==> config.mk <==
export PLATFORM = sky130hd
export DESIGN_NAME = div_32_seq
export DESIGN_NICKNAME = d
export VERILOG_FILES = /design/src/rtl/div_pkg.sv /design/src/rtl/add_32.sv /design/src/rtl/div_step.sv /design/src/rtl/div_32_seq.sv
export SDC_FILE = /design/constraint.sdc
export NUM_CORES = 1
export LEC_CHECK = 0
export CORE_MARGIN = 8
export CORE_UTILIZATION = 40
export CTS_BUF_LIST = sky130_fd_sc_hd__clkbuf_4 sky130_fd_sc_hd__clkbuf_8
export CTS_CLUSTER_SIZE = 8
export DETAILED_ROUTE_END_ITERATION = 12
export SYNTH_ARGS = -nofsm -noshare
export SYNTH_HDL_FRONTEND = slang
export SYNTH_SLANG_ARGS = --single-unit
==> constraint.sdc <==
create_clock -name clock -period 3.25 [get_ports clock]
set_input_delay 0.325 -clock clock [delete_from_list [all_inputs] [get_ports clock]]
set_output_delay 0.325 -clock clock [all_outputs]
set_load 0.1 [all_outputs]
==> src/rtl/div_pkg.sv <==
// Shared types and constants for the sequential divider.
// Latency: n/a (declarations only).
// Backpressure: n/a.
package div_pkg;

    localparam int DIV_WIDTH = 32;

    // Quotient reported for a divide by zero.
    localparam logic [DIV_WIDTH-1:0] DIV0_QUOTIENT = '1;

    // FIX is only visited when signed division is built in.
    typedef enum logic [1:0] {
        IDLE = 2'd0,
        RUN  = 2'd1,
        FIX  = 2'd2,
        FIN  = 2'd3
    } div_state_t;

endpackage

==> src/rtl/add_32.sv <==
// Plain ripple-style adder with carry in/out, shared datapath building block.
// Latency: combinational.
// Backpressure: none.
module add_32 #(
    parameter int WIDTH = 32
) (
    input  logic [WIDTH-1:0] a,
    input  logic [WIDTH-1:0] b,
    input  logic             cin,
    output logic [WIDTH-1:0] sum,
    output logic             cout
);

    // Full-width add with the carry out taken from the extra top bit.
    always_comb begin
        {cout, sum} = {1'b0, a} + {1'b0, b} + {{WIDTH{1'b0}}, cin};
    end

endmodule

==> src/rtl/div_step.sv <==
// One restoring-division iteration: shift {R,Q} left, trial-subtract divisor, restore on borrow.
// Latency: combinational.
// Backpressure: none.
module div_step #(
    parameter int WIDTH = 32
) (
    input  logic [WIDTH-1:0] r,
    input  logic [WIDTH-1:0] q,
    input  logic [WIDTH-1:0] divisor,
    output logic [WIDTH-1:0] r_next,
    output logic [WIDTH-1:0] q_next
);

    logic [WIDTH:0]   r_shift;
    logic [WIDTH-1:0] diff;
    logic             carry;
    logic             fits;

    assign r_shift = {r, q[WIDTH-1]};

    // Subtraction as a + ~b + 1; carry out of the low WIDTH bits means no borrow there.
    add_32 #(.WIDTH(WIDTH)) u_sub (
        .a    (r_shift[WIDTH-1:0]),
        .b    (~divisor),
        .cin  (1'b1),
        .sum  (diff),
        .cout (carry)
    );

    // The WIDTH+1-bit difference is non-negative when the shifted remainder's top bit
    // is set (it then exceeds any divisor) or the low subtraction produced no borrow.
    always_comb begin
        fits   = r_shift[WIDTH] | carry;
        r_next = fits ? diff : r_shift[WIDTH-1:0];
        q_next = {q[WIDTH-2:0], fits};
    end

endmodule

==> src/rtl/div_32_seq.sv <==
// Multi-cycle restoring divider (quotient -> LO, remainder -> HI), one quotient bit per clock.
// Latency: WIDTH+1 clocks start-to-done (WIDTH+2 with DIV_SIGNED_EN), 1 clock for divide by zero.
// Backpressure: start is ignored while busy; optional macro DIV_SIGNED_EN enables two's complement operands.
module div_32_seq
    import div_pkg::*;
#(
    parameter int WIDTH = DIV_WIDTH,
    parameter int CNT_W = 6
) (
    input  logic             clock,
    input  logic             clear_n,
    input  logic             start,
    input  logic [WIDTH-1:0] dividend,
    input  logic [WIDTH-1:0] divisor,
    output logic             busy,
    output logic             done,
    output logic [WIDTH-1:0] quotient,
    output logic [WIDTH-1:0] remainder,
    output logic             div_by_zero
);

    div_state_t       state;
    logic [CNT_W-1:0] cnt;
    logic [WIDTH-1:0] r_reg;
    logic [WIDTH-1:0] q_reg;
    logic [WIDTH-1:0] dvsr;
    logic             dz_pend;
    logic [WIDTH-1:0] r_nxt;
    logic [WIDTH-1:0] q_nxt;

`ifdef DIV_SIGNED_EN
    logic sign_q;
    logic sign_r;

    function automatic logic [WIDTH-1:0] mag(input logic [WIDTH-1:0] x);
        return x[WIDTH-1] ? (~x + 1'b1) : x;
    endfunction
`endif

    div_step #(.WIDTH(WIDTH)) u_step (
        .r       (r_reg),
        .q       (q_reg),
        .divisor (dvsr),
        .r_next  (r_nxt),
        .q_next  (q_nxt)
    );

    // Control FSM and datapath registers; all outputs are registered here.
    always_ff @(posedge clock or negedge clear_n) begin
        if (!clear_n) begin
            state       <= IDLE;
            cnt         <= '0;
            r_reg       <= '0;
            q_reg       <= '0;
            dvsr        <= '0;
            dz_pend     <= 1'b0;
            busy        <= 1'b0;
            done        <= 1'b0;
            quotient    <= '0;
            remainder   <= '0;
            div_by_zero <= 1'b0;
`ifdef DIV_SIGNED_EN
            sign_q      <= 1'b0;
            sign_r      <= 1'b0;
`endif
        end else begin
            done <= 1'b0;
            case (state)
                IDLE, FIN: begin
                    // Publish the finished result; the done pulse lands in the next cycle.
                    if (state == FIN) begin
                        quotient    <= q_reg;
                        remainder   <= r_reg;
                        div_by_zero <= dz_pend;
                        done        <= 1'b1;
                    end else if (start) begin
                        div_by_zero <= 1'b0;
                    end
                    if (start) begin
                        if (divisor == '0) begin
                            // Divide by zero skips the iterations entirely.
                            q_reg   <= DIV0_QUOTIENT;
                            r_reg   <= dividend;
                            dz_pend <= 1'b1;
                            busy    <= 1'b0;
                            state   <= FIN;
                        end else begin
                            r_reg   <= '0;
`ifdef DIV_SIGNED_EN
                            q_reg   <= mag(dividend);
                            dvsr    <= mag(divisor);
                            sign_q  <= dividend[WIDTH-1] ^ divisor[WIDTH-1];
                            sign_r  <= dividend[WIDTH-1];
`else
                            q_reg   <= dividend;
                            dvsr    <= divisor;
`endif
                            cnt     <= CNT_W'(WIDTH - 1);
                            dz_pend <= 1'b0;
                            busy    <= 1'b1;
                            state   <= RUN;
                        end
                    end else begin
                        busy  <= 1'b0;
                        state <= IDLE;
                    end
                end
                RUN: begin
                    // A start accepted in FIN leaves the old flag visible for its done pulse; drop it now.
                    div_by_zero <= 1'b0;
                    r_reg       <= r_nxt;
                    q_reg       <= q_nxt;
                    cnt         <= cnt - 1'b1;
                    if (cnt == '0) begin
`ifdef DIV_SIGNED_EN
                        state <= FIX;
`else
                        busy  <= 1'b0;
                        state <= FIN;
`endif
                    end
                end
`ifdef DIV_SIGNED_EN
                FIX: begin
                    // Truncating division: quotient negative on sign mismatch, remainder follows dividend.
                    div_by_zero <= 1'b0;
                    q_reg       <= sign_q ? (~q_reg + 1'b1) : q_reg;
                    r_reg       <= sign_r ? (~r_reg + 1'b1) : r_reg;
                    busy        <= 1'b0;
                    state       <= FIN;
                end
`endif
                default: begin
                    busy  <= 1'b0;
                    state <= IDLE;
                end
            endcase
        end
    end

endmodule
==> impl_metrics.tcl, run 1 <==
set metrics [dict create \
    hold_viol 0 \
    grt_max_degree 77 \
    wl_mm 25.94 \
    crit_arrival_ns 3.50 \
    chipHeight_um 168.6 \
    synth_area_um2 9315 \
    area.growth.synth_to_final_pct 23.59 \
    first_pass_iters 7 \
    io_pins 134 \
    worstPathRequired_ns 3.64 \
    fin_crit_ns 3.110 \
    cts_tree "done" \
    die-area_um2 28430 \
    grt_usage 0.1863 \
    die_w_um 168.6 \
    hold_path_class "primary input to asynchronous set/reset pin" \
    grt_pass1_wl_mm 41.97 \
    synth-seq-cells 172 \
    rsz0062_at_grt "false" \
    critical_path_class "register to register" \
    slew_viol_final 0 \
    yosysUniqueCellTypes 59 \
    seq_area_um2 4304 \
    fmax_ghz 0.3215 \
    multi_input_area_um2 4649 \
    drt_iter0_markers 539 \
    setup-tns-final_ns 0 \
    end_kind "register" \
    pre_cts_ws_ns 0.1695 \
    path_clk_slew_ns 0.10 \
    yosysSeqAreaShare 0.4621 \
    drive_gt1_frac 0.1651 \
    setup_ws_ns 0.1397 \
    vias 7462 \
    grt_pass1_vias 7496 \
    routabilityCongestion 0.8542 \
    drc_errors 0 \
    antenna_found_initial 1 \
    cts_setup_buffers 0 \
    overflow 0 \
    r2r-start "q_reg[31]$_DFFE_PN0P_" \
    tightest_slew_ns 1.037 \
    h-tree-depth 4 \
    fin_cells 1392 \
    postSynth.asyncResetShare 1.000 \
    ant_nets 0 \
    syn-num-nets 1039 \
    avgSynthCellArea_um2 9.973 \
    setup.worst_path.start "q_reg[31]$_DFFE_PN0P_" \
    yosysWarnings 0 \
    status "finished clean" \
    synthCells 934 \
    startpoint_type "register" \
    num-fill-cells 2231 \
    dp.cells 1358 \
    clock_sinks 172 \
    viasPerCell 5.361 \
    nets 1164 \
    rows 56 \
    cts_made_buffers 17 \
    clockBufferDepth 2 \
    synth_edf_count 0 \
    start_util 0.4017 \
    hpwl_mm 19.29 \
    min_period_over_period 0.9570 \
    post-route-util 0.4964 \
    core_um2 23190 \
    placement.io_buffers 133 \
    drv_cap 0 \
    clkLatencyLatePin_ns 0.47 \
    setup_viol 0 \
    cp_max_fo 20 \
    wire_per_inst_um 18.63 \
    max-slew-margin-rel 0.3066 \
    synth_ff_type "dfrtp_1" \
    fin_skew_ns 0.01647 \
    root_buffer "clkbuf_8" \
]
## worst max-delay path, cell delays in order, from the launching register on
cell and delay, ns:
dfrtp_1 0.38, inv_1 0.06, ha_1 0.22, fa_1 0.39
nand2b_1 0.18, a21o_1 0.19, a31o_2 0.27, a21oi_4 0.17
a31o_2 0.23, nand3_4 0.15, nand2_4 0.29, mux2_2 0.38
a21oi_1 0.13
## cell usage in the layout (no fill, tap or decap), types with 6 or more instances in the layout
cell,netlist,routed
or3_1,34,34
nand4_1,6,6
and3_1,10,10
xnor2_1,19,19
nor4_1,10,10
nand2_1,68,68
a21oi_1,73,73
xor2_1,10,10
a21o_1,17,17
o22ai_1,8,8
o21ai_0,91,90
clkbuf_8,0,17
a31oi_1,23,23
mux2_2,97,97
nor2_1,46,45
nand3_1,31,31
dfrtp_1,172,172
inv_1,45,45
nor3_1,7,6
clkdlybuf4s50_1,0,132
ha_1,37,35
buf_4,3,23
mux2i_1,10,10
## repair_timing
| item | 4_1_cts | 5_1_grt |
|---|---|---|
| hold buffers | 1 | 0 |
| gates resized for setup | 0 | 1 |
| endpoints found under the hold margin | 58 | 0 |
| setup endpoints to repair | 0 | 4 |
## synthesized netlist by cell type, types with 17 or more instances
master	instances	area, um^2
a21oi_1	73	365.4
a21o_1	17	127.6
a31oi_1	23	143.9
xnor2_1	19	166.4
inv_1	45	168.9
nor2_1	46	172.7
or3_1	34	212.7
ha_1	37	462.9
o21ai_0	91	455.4
mux2_2	97	1092
dfrtp_1	172	4304
nand3_1	31	155.2
clkbuf_1	45	168.9
nand2_1	68	255.2
## layout make-up
| cell class | instances | share of cell area |
|---|---|---|
| antenna | 1 | 0.0002174 |
| clock buffer | 17 | 0.02032 |
| clock inverter | 15 | 0.01728 |
| inverter | 45 | 0.01467 |
| multi-input combinational | 664 | 0.4039 |
| sequential | 172 | 0.3739 |
| tap | 319 | 0.03467 |
| timing repair buffer | 159 | 0.1351 |
## final timing paths
| kind | endpoint | slack [ns] | cells past startpoint |
|---|---|---|---|
| hold reg to reg | dz_pend$_DFFE_PN0P_ | 0.49 | 2 |
| max in group asynchronous | dvsr[28]$_DFFE_PN0P_ | 1.91 | 3 |
| hold / removal | quotient[6]$_DFFE_PN0P_ | 0.39 | 2 |
| setup reg to reg | r_reg[25]$_DFFE_PN0P_ | 0.14 | 12 |
| min in group clock | dz_pend$_DFFE_PN0P_ | 0.49 | 2 |
| setup / recovery | r_reg[25]$_DFFE_PN0P_ | 0.14 | 12 |
## routing by layer
layer	global-route usage	wire length, um	share of wire	vias to the layer above
met5	0	0	0	-
met4	0.07220	582	0.022	0
met3	0.03331	1105	0.043	31
met2	0.2965	12300	0.47	183
met1	0.2489	11950	0.46	3636
li1	-	-	-	3612
## per-stage QoR
step | hold WS [ns] | cell area (um^2)
2_1_floorplan | 0.02941 | 9315
3_3_place_gp | 0.3341 | 11070
3_5_place_dp | 0.3411 | 11070
4_1_cts | 0.3785 | 11510
5_1_grt | 0.4212 | 11510
6_report | 0.3887 | 11510
## kinds of logic after synthesis
| family | synth area share |
|---|---|
| flops | 0.4621 |
| fa+ha+maj | 0.05185 |
| buf+inv | 0.04083 |
| simple gates | 0.1221 |
| xor+xnor | 0.02727 |
| mux | 0.1280 |
| compound gates | 0.1679 |
Power of run 1 is left out: the tool's default activity adds up to more than one toggle a clock period on the data nets, which glitch-free logic cannot reach.
==> run 2, diff against run 1 <==
--- a/constraint.sdc
+++ b/constraint.sdc
@@ -3,2 +3,2 @@
 set_output_delay 0.325 -clock clock [all_outputs]
-set_load 0.1 [all_outputs]
+set_load 0.01 [all_outputs]
==> results of run 2 <==
The final DEF is identical to that of run 1. Status: finished clean.
(Power assumes the default switching activity.)
==> RTL change 1, RTL diff (flow settings as in run 2) <==
Change the parameter `CNT_W` from 6 to 12.
--- a/src/rtl/div_32_seq.sv
+++ b/src/rtl/div_32_seq.sv
@@ -5,7 +5,7 @@
     import div_pkg::*;
 #(
     parameter int WIDTH = DIV_WIDTH,
-    parameter int CNT_W = 6
+    parameter int CNT_W = 12
 ) (
     input  logic             clock,
     input  logic             clear_n,
Behaviour: same outputs for any inputs over 10 cycles, from zero or initial values; that may be too few to reach the edited logic, so the function may still have changed.
==> RTL change 1 against run 2 <==
  * Area after synthesis rose by 5.7%
  * Worst setup slack improved by 0.099 ns
  * Total power rose by 6.7%
  * Global-route usage fell by 0.57 points
  * Final area rose by 5.8%
  * Sequential share of layout area fell by 0.81 points
  * Sequential cell count rose by 6
  * Routed wire length rose by 5.3%
  * Critical path depth did not move
  * Largest cell class unchanged
==> RTL change 1: results (changes against run 2) <==
Run status
  • Status: complete, no violations

Routing
  • Met3 WL post-DR: 1480 um (+33%)
  • DRT Pass-1 Iters: 5 (-2)
  • Initial drt markers: 575 (+6.7%)
  • Top Metal Used: met4
  • Wire per inst: 18.6 um (-0.42%)
  • Metal2 WL: 11700 um (-5.2%)
  • Vias/cell: 5.43 (+1.3%)
  • Met1 wire length: 13800 um (+15%)

Yosys
  • Synth area leaders: dfrtp_1, mux2_2, o21ai_0
  • Compound-Gate Fraction of Synth Area: 0.172 (+0.00434)
  • Adder-cell share of the synthesized area: 0.0478 (-0.00405)
  • Register area share after synthesis: 0.453 (-0.00953)
  • Synth top cells by count: dfrtp_1, o21ai_0, mux2_2, nand2_1, nor2_1
  • Unique cell type count in the Yosys netlist: 71 (+20%)
  • Synth Area in XOR/XNOR: 0.0160 (-0.0113)
  • Mux cell area share after synthesis: 0.129 (+0.00101)
  • Mapped Nets: 1099 (+5.8%)

Worst setup path
  • CP max stage cell: fa_1
  • R2R Setup Slk: 0.24 ns (+0.10 ns)
  • Critical Path Fanout Max: 13 (-35%)
  • Slowest stage delay, CP: 0.40 ns
  • Arr. time, crit path: 3.38 ns (-0.12 ns)
  • Crit Path Category: flop to flop

Finish
  • Fillcell total: 2286 (+2.5%)
  • Share of layout cells above drive strength 1: 0.179 (+0.0143)
  • N_diodes: 0 (-1)
  • Fin nets: 1239 (+6.4%)

GRT
  • GR Util All Layers: 0.181 (-0.00574)
  • Largest net degree at the start of global routing: 76 (-1.3%)
  • Met1 Track Usage GR: 0.268 (+0.0192)
  • Met2 usage: 0.260 (-0.0366)
  • Number of global-route vias before repair: 7799 (+4.0%)
  • Met3 Usage GRT: 0.0388 (+0.00546)
  • Antenna violations before repair: 0 (-1)
  • First-pass GRT wire length: 44000 um (+4.8%)

Timing
  • Layout Skew: 0.0155 ns (-0.000985 ns)
  • Worst slew pin tran: 0.798 ns (-0.0736 ns)

Pwr
  • Sequential Power Share: 0.276 (-0.008)
  • Psw: 6.46 mW (+8.6%)
  • Leak: 5.19 nW (+3.0%)
  • VDD IR max: 0.488 mV (+15%)
  • Clock Power: 1.55 mW (-7%)

Placed design
  • DP Area: 0.0117 mm2 (+5.8%)
  • Final HPWL DP: 20000 um (+3.6%)
  • # port buffers: 133 (unchanged)
  • Placer Congestion: 0.890 (+4.2%)

Clocking
  • Num CTS Buffers: 17 (unchanged)
  • Post CTS Setup Buffer Count: 0 (unchanged)
  • Clock root buffer: clkbuf_8
  • Post-CTS Resized: 0 (unchanged)
RTL change 1: cell count changes after synthesis, sizes merged, moves of 9 or more:
cell    delta
a21o       -9
a21oi     -21
a221oi    +10
mux2       +9
nand2     +21
nand3     -14
nor2      +20
o211ai    +10
o21ai     +16
RTL change 1: path summary, 6_finish.rpt:
path | cells after the start | end
setup / recovery | 12 | r_reg[9]
hold / removal | 2 | quotient[4]
setup reg to reg | 12 | r_reg[9]
hold reg to reg | 2 | dz_pend
max in group asynchronous | 3 | dvsr[25]
min in group clock | 2 | dvsr[10]
RTL change 1: kinds of logic (layout without fill, tap and decap cells):
kind of cell	count (synthesis)	in the layout
xor gates and xnor gates	18	18
DFF	178	178
muxes	111	111
buffers and inverters	104	256
AOI/OAI and AO/OA	266	267
adders and majority gates	37	37
and+or+nand+nor	281	281
RTL change 1: stage by stage:
stage / utilization / worst slack [ns] / cells / total power, mW / hold slack [ns]
after floorplan: - / 0.611 / 995 / 10.0 / 0.0294
after global placement: 0.483 / 0.264 / 1431 / 12.8 / 0.352
after detailed placement: 0.483 / 0.210 / 1431 / 12.9 / 0.352
after CTS: 0.499 / 0.171 / 1464 / 14.5 / 0.395
after global routing: 0.502 / 0.0162 / 1472 / 15.8 / 0.425
final: 0.502 / 0.239 / 1472 / 14.6 / 0.380
RTL change 1: cell type report:
| cell class | instances | area [um2] | area share |
|---|---|---|---|
| Tap cell | 324 | 405 | 0.0333 |
| Clock inverter | 12 | 123 | 0.0101 |
| Clock buffer | 20 | 263 | 0.0216 |
| Multi-Input combinational cell | 714 | 5030 | 0.413 |
| Sequential cell | 178 | 4450 | 0.366 |
| Timing Repair Buffer | 174 | 1720 | 0.141 |
| Inverter | 50 | 188 | 0.0154 |
==> RTL change 2, RTL diff (config.mk and constraints of run 2) <==
Without the edit above. Put one more register stage on the output `done`. The value now appears one clock later. The other outputs are not delayed to match. Comments in the files are not updated.
--- a/src/rtl/div_32_seq.sv
+++ b/src/rtl/div_32_seq.sv
@@ -18,6 +18,8 @@
     output logic [WIDTH-1:0] remainder,
     output logic             div_by_zero
 );
+
+    logic done_s0;
 
     div_state_t       state;
     logic [CNT_W-1:0] cnt;
@@ -55,7 +57,7 @@
             dvsr        <= '0;
             dz_pend     <= 1'b0;
             busy        <= 1'b0;
-            done        <= 1'b0;
+            done_s0     <= 1'b0;
             quotient    <= '0;
             remainder   <= '0;
             div_by_zero <= 1'b0;
@@ -64,7 +66,7 @@
             sign_r      <= 1'b0;
 `endif
         end else begin
-            done <= 1'b0;
+            done_s0 <= 1'b0;
             case (state)
                 IDLE, FIN: begin
                     // Publish the finished result; the done pulse lands in the next cycle.
@@ -72,7 +74,7 @@
                         quotient    <= q_reg;
                         remainder   <= r_reg;
                         div_by_zero <= dz_pend;
-                        done        <= 1'b1;
+                        done_s0     <= 1'b1;
                     end else if (start) begin
                         div_by_zero <= 1'b0;
                     end
@@ -138,4 +140,8 @@
         end
     end
 
+    always_ff @(posedge clock) begin
+        done <= done_s0;
+    end
+
 endmodule
Function: changed (Yosys sat finds a counterexample within 4 cycles, from zero or initial values).
==> RTL change 2 against run 2 <==
  * Worst setup slack gained 0.041 ns
  * Sequential cell count up 1
  * Total power is 0.83% lower
  * First-iteration DRC count is 3.9% lower
  * Global-route usage decreased by 0.11 points
  * Critical path type unchanged
  * Final area about the same
  * Critical path depth rose by 1
  * Routed wire length decreased by 0.26%
  * Area after synthesis increased by 0.21%
==> RTL change 2: results (changes against run 2) <==
Run status
  • Status: complete, no violations

Finish
  • N_diodes: 0 (-1)
  • Fin nets: 1167 (+0.26%)
  • Share of layout cells above drive strength 1: 0.167 (+0.00140)

Worst setup path
  • Critical Path Fanout Max: 11 (-45%)
  • Arr. time, crit path: 3.40 ns (-0.10 ns)
  • CP top delay family: compound AO/OA/AOI/OAI gates
  • R2R Setup Slk: 0.18 ns (+0.04 ns)
  • R2R depth: 13 (+1)
  • Worst Setup EP: r_reg[2]
  • CP Launch Point: q_reg[31]

Placed design
  • DP Area: 0.0111 mm2 (+0.43%)
  • Final HPWL DP: 19400 um (+0.77%)
  • Placer Congestion: 0.838 (-1.9%)
  • Pre-CTS worst setup slack: 0.170 ns (+0.000997 ns)

GRT
  • Met2 usage: 0.304 (+0.00777)
  • GR Util All Layers: 0.185 (-0.00106)
  • Antenna violations before repair: 0 (-1)
  • Met1 Track Usage GR: 0.246 (-0.00339)
  • Largest net degree at the start of global routing: 76 (-1.3%)
  • Number of global-route vias before repair: 7464 (-0.43%)
  • First-pass GRT wire length: 41900 um (-0.28%)
  • Met3 Usage GRT: 0.0321 (-0.00116)

Routing
  • DRT Pass-1 Iters: 5 (-2)
  • Initial drt markers: 518 (-3.9%)
  • Vias/cell: 5.36 (-0.10%)
  • Wire per inst: 18.6 um (-0.40%)

Yosys
  • Synth area leaders: dfrtp_1, mux2_2, ha_1
  • Unique cell type count in the Yosys netlist: 60 (+1.7%)
  • Register area share after synthesis: 0.463 (+0.00115)
  • YS warnings: 0 (unchanged)
  • Mapped Nets: 1040 (+0.096%)
  • Synth async-reset ratio: 0.994 (-0.00578)

Clocking
  • Worst-skew pair later-pin latency: 0.47 ns (about the same)
  • Post CTS Setup Buffer Count: 0 (unchanged)

Timing
  • Worst slew pin tran: 0.853 ns (-0.0184 ns)
  • Tcrit/Tclk final: 0.944 (-0.0128)
  • Layout Skew: 0.00912 ns (-0.00734 ns)

Worst hold path
  • Worst min-delay path class: flop to flop

Pwr
  • VDD IR max: 0.402 mV (-5.5%)
  • Leak: 5.04 nW (about the same)
  • Psw: 5.93 mW (-0.37%)
-- RTL change 2: cell types whose count changed after synthesis, sizes merged --
cell / change
buf: +1
dfxtp: +1
clkbuf: -1
-- RTL change 2: repair_timing --
| action | CTS | global route |
|---|---|---|
| setup endpoints to repair | 0 | 7 |
| resized for setup | 0 | 1 |
| hold buffers | 1 | 0 |
| endpoints found under the hold margin | 72 | 0 |
-- RTL change 2: area by class of cell --
cell class                      instances  area (um2)
Fill cell                            2201       11700
Tap cell                              319         399
Clock inverter                         12         111
Timing Repair Buffer                  161        1580
Inverter                               45         169
Sequential cell                       173        4320
Multi-Input combinational cell        664        4650
Clock buffer                           20         275
-- RTL change 2: cell families after synthesis --
logic type | Yosys count | synth area share
adder cells (fa/ha/maj) | 38 | 0.0517
flip-flops | 173 | 0.463
XOR/XNOR | 29 | 0.0272
AND/OR/NAND/NOR | 230 | 0.122
multiplexers | 107 | 0.128
AO/OA/AOI/OAI | 260 | 0.168
buffers and inverters | 98 | 0.0407
-- RTL change 2: power by group through the flow --
stage	Sequential [mW]	Combinational, mW	Clock (mW)
2_1_floorplan	3.91	5.49	0
3_3_place_gp	3.93	8.13	0
3_5_place_dp	3.95	8.18	0
4_1_cts	3.91	8.22	1.55
5_1_grt	4.04	9.02	1.64
6_report	3.90	8.20	1.51
-- RTL change 2: layer usage --
layer	wire length [um]	share of wire
met1	11800	0.46
met2	12600	0.49
met3	1010	0.039
met4	459	0.018
met5	0	0
-- RTL change 2: per-stage QoR --
stage          TNS (ns)  cells  utilization  hold slack (ns)
3_3_place_gp          0   1361        0.479            0.329
4_1_cts               0   1394        0.496            0.349
3_5_place_dp          0   1361        0.479            0.327
2_1_floorplan         0    935            -           0.0294
6_report              0   1394        0.496            0.348
5_1_grt        -0.00321   1394        0.496            0.365
